[config.mk]
export PLATFORM = sky130hd
export DESIGN_NAME = cpu_mem_arbiter_flat
export DESIGN_NICKNAME = d
export VERILOG_FILES = /design/src/rtl/cpu_mem_arbiter_if.sv /design/src/rtl/cpu_mem_arbiter.sv /design/src/flat_wrapper.sv
export SDC_FILE = /design/constraint.sdc
export NUM_CORES = 1
export LEC_CHECK = 0
export ABC_AREA = 1
export CORE_ASPECT_RATIO = 1.75
export CORE_MARGIN = 5
export CORE_UTILIZATION = 41
export DETAILED_ROUTE_END_ITERATION = 12
export PLACE_DENSITY = 0.8
export SLEW_MARGIN = 10
export SYNTH_ARGS = -nofsm -noshare
export SYNTH_HDL_FRONTEND = slang
export SYNTH_SLANG_ARGS = --single-unit
export TNS_END_PERCENT = 1
[constraint.sdc]
create_clock -name clk -period 2.2 [get_ports clk]
set_clock_uncertainty 0.2 [all_clocks]
set_input_delay 0.44 -clock clk [delete_from_list [all_inputs] [get_ports clk]]
set_output_delay 0.44 -clock clk [all_outputs]
set_load 0.02 [all_outputs]
[src/rtl/cpu_mem_arbiter_if.sv]
// cpu_mem_arbiter_if: fetch, data and external memory port signals shared by the arbiter.
// The master modport is the arbiter's view. The slave modport is the requesters' and memory's view.
interface cpu_mem_arbiter_if;
    // fetch requester
    logic        if_req;
    logic [31:0] if_addr;
    logic        if_kill;
    logic        if_valid;
    logic [47:0] if_rdata;
    // data requester
    logic        d_req;
    logic        d_we;
    logic [31:0] d_addr;
    logic [31:0] d_wdata;
    logic        d_valid;
    logic [31:0] d_rdata;
    // external memory port
    logic        mem_req;
    logic        mem_we;
    logic [31:0] mem_addr;
    logic [31:0] mem_wdata;
    logic [47:0] mem_rdata;
    logic        mem_ack;

    modport master (
        input  if_req, if_addr, if_kill,
        output if_valid, if_rdata,
        input  d_req, d_we, d_addr, d_wdata,
        output d_valid, d_rdata,
        output mem_req, mem_we, mem_addr, mem_wdata,
        input  mem_rdata, mem_ack
    );

    modport slave (
        output if_req, if_addr, if_kill,
        input  if_valid, if_rdata,
        output d_req, d_we, d_addr, d_wdata,
        input  d_valid, d_rdata,
        input  mem_req, mem_we, mem_addr, mem_wdata,
        output mem_rdata, mem_ack
    );
endinterface

[src/rtl/cpu_mem_arbiter.sv]
// cpu_mem_arbiter: shares one memory port between instruction fetch (48-bit reads) and the
// data stage (32-bit loads/stores). Data has priority. A streak cap makes sure fetch is not
// starved. A killed in-flight fetch is drained and its data is discarded.
// If mem_ack never arrives, a watchdog sets a sticky error flag.
module cpu_mem_arbiter #(
    parameter int unsigned MAX_D_STREAK = 4,
    parameter int unsigned TIMEOUT      = 255
) (
    input  logic                  clk,
    input  logic                  rst,
    cpu_mem_arbiter_if.master     bus,
    output logic                  err_timeout
);

    localparam int unsigned SW = (MAX_D_STREAK > 0) ? $clog2(MAX_D_STREAK + 1) : 1;
    localparam int unsigned TW = (TIMEOUT > 0) ? $clog2(TIMEOUT + 1) : 1;

    typedef enum logic [1:0] {
        IDLE    = 2'd0,
        BUSY_IF = 2'd1,
        BUSY_D  = 2'd2,
        DRAIN   = 2'd3
    } state_t;

    state_t        state, state_nxt;
    logic [SW-1:0] streak, streak_nxt;
    logic [TW-1:0] to_cnt;
    logic          streak_cap;
    logic          grant_d, grant_if;
    logic          deliver_d, deliver_if;
    logic          enter_wait;

    assign streak_cap = (streak == SW'(MAX_D_STREAK));

    // State and streak counter registers
    always_ff @(posedge clk) begin
        if (rst) begin
            state  <= IDLE;
            streak <= '0;
        end else begin
            state  <= state_nxt;
            streak <= streak_nxt;
        end
    end

    // Grant decision, completion detection and next-state logic
    always_comb begin
        state_nxt  = state;
        streak_nxt = streak;
        grant_d    = 1'b0;
        grant_if   = 1'b0;
        deliver_d  = 1'b0;
        deliver_if = 1'b0;
        case (state)
            IDLE: begin
                if (!bus.if_req) begin
                    streak_nxt = '0;
                end
                if (bus.d_req && !(bus.if_req && streak_cap)) begin
                    grant_d   = 1'b1;
                    state_nxt = BUSY_D;
                    // Only data grants made while fetch waits count toward the cap.
                    // The grant condition above already keeps the count below the cap here.
                    if (bus.if_req) begin
                        streak_nxt = streak + 1'b1;
                    end
                end else if (bus.if_req && !bus.if_kill) begin
                    grant_if   = 1'b1;
                    state_nxt  = BUSY_IF;
                    streak_nxt = '0;
                end
            end
            BUSY_D: begin
                if (bus.mem_ack) begin
                    deliver_d = 1'b1;
                    state_nxt = IDLE;
                end
            end
            BUSY_IF: begin
                if (bus.mem_ack) begin
                    deliver_if = !bus.if_kill;
                    state_nxt  = IDLE;
                end else if (bus.if_kill) begin
                    state_nxt = DRAIN;
                end
            end
            DRAIN: begin
                if (bus.mem_ack) begin
                    state_nxt = IDLE;
                end
            end
            default: state_nxt = IDLE;
        endcase
    end

    assign enter_wait = (state_nxt != state) && (state_nxt != IDLE);

    // Memory port and response registers: fields are captured at grant and held until ack
    always_ff @(posedge clk) begin
        if (rst) begin
            bus.mem_req   <= 1'b0;
            bus.mem_we    <= 1'b0;
            bus.mem_addr  <= '0;
            bus.mem_wdata <= '0;
            bus.if_valid  <= 1'b0;
            bus.if_rdata  <= '0;
            bus.d_valid   <= 1'b0;
            bus.d_rdata   <= '0;
        end else begin
            bus.if_valid <= deliver_if;
            bus.d_valid  <= deliver_d;
            if (deliver_if) begin
                bus.if_rdata <= bus.mem_rdata;
            end
            if (deliver_d) begin
                bus.d_rdata <= bus.mem_rdata[31:0];
            end
            if (grant_d) begin
                bus.mem_req   <= 1'b1;
                bus.mem_we    <= bus.d_we;
                bus.mem_addr  <= bus.d_addr;
                bus.mem_wdata <= bus.d_wdata;
            end else if (grant_if) begin
                bus.mem_req   <= 1'b1;
                bus.mem_we    <= 1'b0;
                bus.mem_addr  <= bus.if_addr;
                bus.mem_wdata <= '0;
            end else if ((state != IDLE) && bus.mem_ack) begin
                bus.mem_req <= 1'b0;
            end
        end
    end

    // Watchdog: counts cycles without ack in any waiting state and sets a sticky flag at TIMEOUT
    always_ff @(posedge clk) begin
        if (rst) begin
            to_cnt      <= '0;
            err_timeout <= 1'b0;
        end else if (enter_wait) begin
            to_cnt <= '0;
        end else if ((state != IDLE) && !bus.mem_ack && (to_cnt != TW'(TIMEOUT))) begin
            to_cnt <= to_cnt + 1'b1;
            if (to_cnt == TW'(TIMEOUT - 1)) begin
                err_timeout <= 1'b1;
            end
        end
    end

endmodule

[src/flat_wrapper.sv]
// flat-port wrapper written by rule: the top's interface ports become plain ports
module cpu_mem_arbiter_flat 
#(
    parameter int unsigned MAX_D_STREAK = 4,
    parameter int unsigned TIMEOUT      = 255
)
  (clk, rst, err_timeout, bus_if_req, bus_if_addr, bus_if_kill, bus_if_valid, bus_if_rdata, bus_d_req, bus_d_we, bus_d_addr, bus_d_wdata, bus_d_valid, bus_d_rdata, bus_mem_req, bus_mem_we, bus_mem_addr, bus_mem_wdata, bus_mem_rdata, bus_mem_ack);
  cpu_mem_arbiter_if bus_i ();
  input  logic clk;
  input  logic rst;
  output logic err_timeout;
  input wire logic [$bits(bus_i.if_req)-1:0] bus_if_req;
  input wire logic [$bits(bus_i.if_addr)-1:0] bus_if_addr;
  input wire logic [$bits(bus_i.if_kill)-1:0] bus_if_kill;
  output wire logic [$bits(bus_i.if_valid)-1:0] bus_if_valid;
  output wire logic [$bits(bus_i.if_rdata)-1:0] bus_if_rdata;
  input wire logic [$bits(bus_i.d_req)-1:0] bus_d_req;
  input wire logic [$bits(bus_i.d_we)-1:0] bus_d_we;
  input wire logic [$bits(bus_i.d_addr)-1:0] bus_d_addr;
  input wire logic [$bits(bus_i.d_wdata)-1:0] bus_d_wdata;
  output wire logic [$bits(bus_i.d_valid)-1:0] bus_d_valid;
  output wire logic [$bits(bus_i.d_rdata)-1:0] bus_d_rdata;
  output wire logic [$bits(bus_i.mem_req)-1:0] bus_mem_req;
  output wire logic [$bits(bus_i.mem_we)-1:0] bus_mem_we;
  output wire logic [$bits(bus_i.mem_addr)-1:0] bus_mem_addr;
  output wire logic [$bits(bus_i.mem_wdata)-1:0] bus_mem_wdata;
  input wire logic [$bits(bus_i.mem_rdata)-1:0] bus_mem_rdata;
  input wire logic [$bits(bus_i.mem_ack)-1:0] bus_mem_ack;
  assign bus_i.if_req = bus_if_req;
  assign bus_i.if_addr = bus_if_addr;
  assign bus_i.if_kill = bus_if_kill;
  assign bus_if_valid = bus_i.if_valid;
  assign bus_if_rdata = bus_i.if_rdata;
  assign bus_i.d_req = bus_d_req;
  assign bus_i.d_we = bus_d_we;
  assign bus_i.d_addr = bus_d_addr;
  assign bus_i.d_wdata = bus_d_wdata;
  assign bus_d_valid = bus_i.d_valid;
  assign bus_d_rdata = bus_i.d_rdata;
  assign bus_mem_req = bus_i.mem_req;
  assign bus_mem_we = bus_i.mem_we;
  assign bus_mem_addr = bus_i.mem_addr;
  assign bus_mem_wdata = bus_i.mem_wdata;
  assign bus_i.mem_rdata = bus_mem_rdata;
  assign bus_i.mem_ack = bus_mem_ack;
  cpu_mem_arbiter #(.MAX_D_STREAK(MAX_D_STREAK), .TIMEOUT(TIMEOUT)) u_core (.clk(clk), .rst(rst), .bus(bus_i), .err_timeout(err_timeout));
endmodule
==> summary.txt <==
GRT
  – Pin count of the biggest net entering global routing: between 80 and 90
  – Overall routing resource usage: between 20% and 30%
  – Wire length of the first global-routing pass: about 34000 um
  – Antenna violations before repair: 0
  – Vias in the first global route: 6586
  – GR Overflow Total: 0

Placement
  – Total cell area at the placement stage: roughly 9700 um2
  – Routability Congestion: a little under 0.9
  – Number of buffers added on ports: around 300
  – HPWL reported at the end of detailed placement: about 16000 um
  – Pre-CTS WS: 0.0342 ns

Drt
  – Drt total wl: approximately 21000 um
  – Pre-antenna DRT Iters: 4
  – Routed length on met1: around 8000 um
  – Antenna violation net count after detailed routing: 0
  – Routed vias/inst: 5.01
  – WL met2: between 10000 and 15000 um
  – Remaining routing DRC violations: 0
  – Routed WL per cell: roughly 16 um
  – Via count: between 6000 and 7000
  – DRC violation total after the first TritonRoute iteration: just under 200
  – Wire length on met3: 1240 um
  – Top layer reached by signal wires: met4

Clock tree
  – Number of H-tree branching levels: 4
  – Buffer depth of the longest clock path: 2
  – Worst-path clk slew: 0.07 ns
  – Root cell of the clock tree: clkbuf_16
  – Number of buffers inserted by post-CTS setup repair: 0
  – TritonCTS Buffers: 17
  – Total number of clock tree sinks: approximately 160
  – CTS tree: yes
  – CTS Hold Bufs: 0
  – Resized Gates After CTS: 0
  – Clock latency reported for the late side of the worst-skew pair: ~0.42 ns

Timing
  – Setup TNS: 0 ns
  – Final setup margin: about 0.14 ns
  – Max transition margin: 77.6%
  – Hold Vio Cnt, Final: 0
  – Post-layout min period: a little over 2 ns
  – Number of pins exceeding their max-slew limit in the final report: 0
  – Unrepaired setup endpoints after global routing: no
  – Post-route fraction of the period consumed by the critical path: 93.5%
  – Least-Margin Pin Slew: roughly 0.34 ns
  – Highest Clock Rate: a little under 500 MHz
  – Total setup violations reported at the end of the flow: 0

Power
  – Cell internal power dissipation: 5.33 mW
  – Net Sw Frac: around 30%
  – Logic gate share of total power: a little under a fifth
  – Maximum ir drop on the vdd rail: about 590 uV
  – Leakage power figure: 4.18 nW
  – Clock share of power: a little under 40%
  – Pwr Density: approximately 730 nW/um2
  – Sequential fraction of design power: 42.0%
  – Switching power summed over all nets: between 2 and 2.5 mW
  – Final Power: between 7 and 8 mW

Layout
  – Ratio of cells with drive above 1 in the final layout: approximately 6.5%
  – Number of filler cells placed in the layout: between 1000 and 1500
  – Nets: approximately 1300
  – Total inserted antenna cells: 0
  – Post-route cell area: between 10000 and 15000 um2
  – Sequential cell area: 3240 um2
  – Total area of multi-input combinational cells: about 2700 um2
  – Layout overhead on the synthesized area: 61.3%

Synth
  – Mean instance size in the synthesized netlist: ~7.4 um2
  – Post-synth net total: between 1000 and 1500
  – Cell count after synthesis: roughly 870
  – Cell area after synthesis: about 6400 um2
  – Share of the yosys chip area belonging to registers: 50.6%
  – Number of distinct library cells after synthesis: 23
  – Count of synthesis-stage warnings from yosys: 0
  – Register bit total from synthesis: 162

Critical path
  – Levels on crit path: 1
  – Worst-case reg-to-reg path depth: 10
  – Largest driver fanout on the critical path: 2
  – Buffers & Inverters on Critical Path: 1
  – Setup slack, reg-to-reg: about 0.38 ns
  – Data required time at the worst endpoint: 1.56 ns
  – Signal arrival time at the worst endpoint: 1.42 ns
  – Cell at the slowest stage of the critical path: clkdlybuf4s50_1
  – Kind of critical path: flip-flop to output port
  – Worst stage delay on the critical path: 0.68 ns
  – Critical path startpoint category: flip-flop
  – Kind of capture point of the worst setup path: output port
  – Critical path cell sequence: clkdlybuf4s50_1
  – FF-to-FF Start: u_core.streak[0]
  – Terminus of the critical flop-to-flop path: u_core.bus.mem_addr[29]
  – Destination of the critical timing path: bus_d_rdata[27]
  – Delay-heaviest family, CP: buffers and inverters
  – CP startpoint: u_core.bus.d_rdata[27]

Floorplan
  – Die X-Extent: ~100 um
  – Total die area: roughly 18000 um2
  – Effective utilization at floorplan: a little over two fifths
  – Die height: 175 um
  – Core area: 15400 um2
  – Std cell rows: 60
  – Number of placed I/O pins: 300

Run
  – Max Cap Viol: 0

Worst hold path
  – Hold WC Path Type: flip-flop to flip-flop

Outcome
  – Status: finished, final reports clean
-- sequential cells by signal, summed over array words and instances (netlist names) --
register	cells
u_core.bus.d_valid	1
u_core.bus.mem_req	1
u_core.bus.mem_we	1
u_core.bus.if_rdata	48
u_core.err_timeout	1
u_core.bus.mem_wdata	32
u_core.to_cnt	8
u_core.bus.mem_addr	32
u_core.state	2
u_core.streak	3
u_core.bus.if_valid	1
u_core.bus.d_rdata	32
-- Yosys cell counts --
cell type / n / area (um2)
nor2_1: 168 / 631
dfxtp_1: 162 / 3240
a21oi_1: 46 / 230
buf_2: 26 / 130
inv_2: 8 / 30.0
o21ai_0: 57 / 285
nand3_1: 138 / 691
o21ai_1: 26 / 130
nor3_2: 1 / 10.0
nand2_2: 2 / 12.5
ha_1: 4 / 50.1
nor2_4: 1 / 11.3
xor2_1: 3 / 26.3
a21boi_1: 1 / 7.51
nand2_1: 136 / 510
nand3b_1: 1 / 7.51
nand4_1: 5 / 31.3
a31oi_1: 1 / 6.26
or2_2: 1 / 6.26
inv_1: 47 / 176
buf_4: 7 / 52.6
nand3_2: 3 / 30.0
clkbuf_1: 27 / 101
-- cell usage in the layout, fill, tap and decap left out, drive strengths merged --
cell type,n
nand3b,1
xor2,3
nand3,141
buf,27
nand2,138
clkbuf,17
clkinv,4
ha,4
clkdlybuf4s50,299
inv,64
nand4,5
dfxtp,162
clkinvlp,2
a21oi,46
o21ai,83
a31oi,1
a21boi,1
nor3,1
or2,1
nor2,169
-- cell families after synthesis --
kind of cell             synth area share (%)
buffers and inverters                    7.65
XOR/XNOR                                0.410
AO/OA/AOI/OAI                            10.3
flip-flops                               50.6
adder cells (fa/ha/maj)                 0.781
AND/OR/NAND/NOR                          30.3
-- worst min path at each step --
stage	startpoint	endpoint	depth (start not counted)
after floorplan	u_core.streak[0]	u_core.streak[0]	1
after global placement	u_core.err_timeout	u_core.err_timeout	2
after detailed placement	u_core.bus.mem_req	u_core.bus.mem_req	2
after CTS	u_core.err_timeout	u_core.err_timeout	2
after global routing	u_core.err_timeout	u_core.err_timeout	2
final	u_core.err_timeout	u_core.err_timeout	2
-- power groups by stage --
stage	registers [mW]	logic (mW)	clock network, mW
global route	3.18	1.54	3.14
global placement	3.23	1.41	0
detailed placement	3.23	1.43	0
finish	3.17	1.43	2.94
floorplan	3.41	0.480	0
CTS	3.17	1.44	2.99
-- cell type report --
type | count | share of cell area, %
Timing Repair Buffer | 326 | 32.6
Sequential cell | 162 | 31.4
Multi-Input combinational cell | 594 | 26.1
Clock buffer | 17 | 4.12
Tap cell | 186 | 2.25
Inverter | 55 | 2.00
Clock inverter | 15 | 1.59
-- layer usage --
metal,vias up,global-route usage [%]
met2,242,42.6
met3,40,5.15
li1,3395,-
met1,3110,23.5
met4,0,8.16
met5,-,0
-- stage by stage --
stage	cells	hold WS [ns]	util, %
6_report	1355	0.263	67.2
5_1_grt	1355	0.279	67.2
4_1_cts	1355	0.266	67.2
3_5_place_dp	1323	0.251	63.3
3_3_place_gp	1323	0.244	63.3
2_1_floorplan	871	0.247	-
Note: power is estimated with default switching activity, not from simulation.
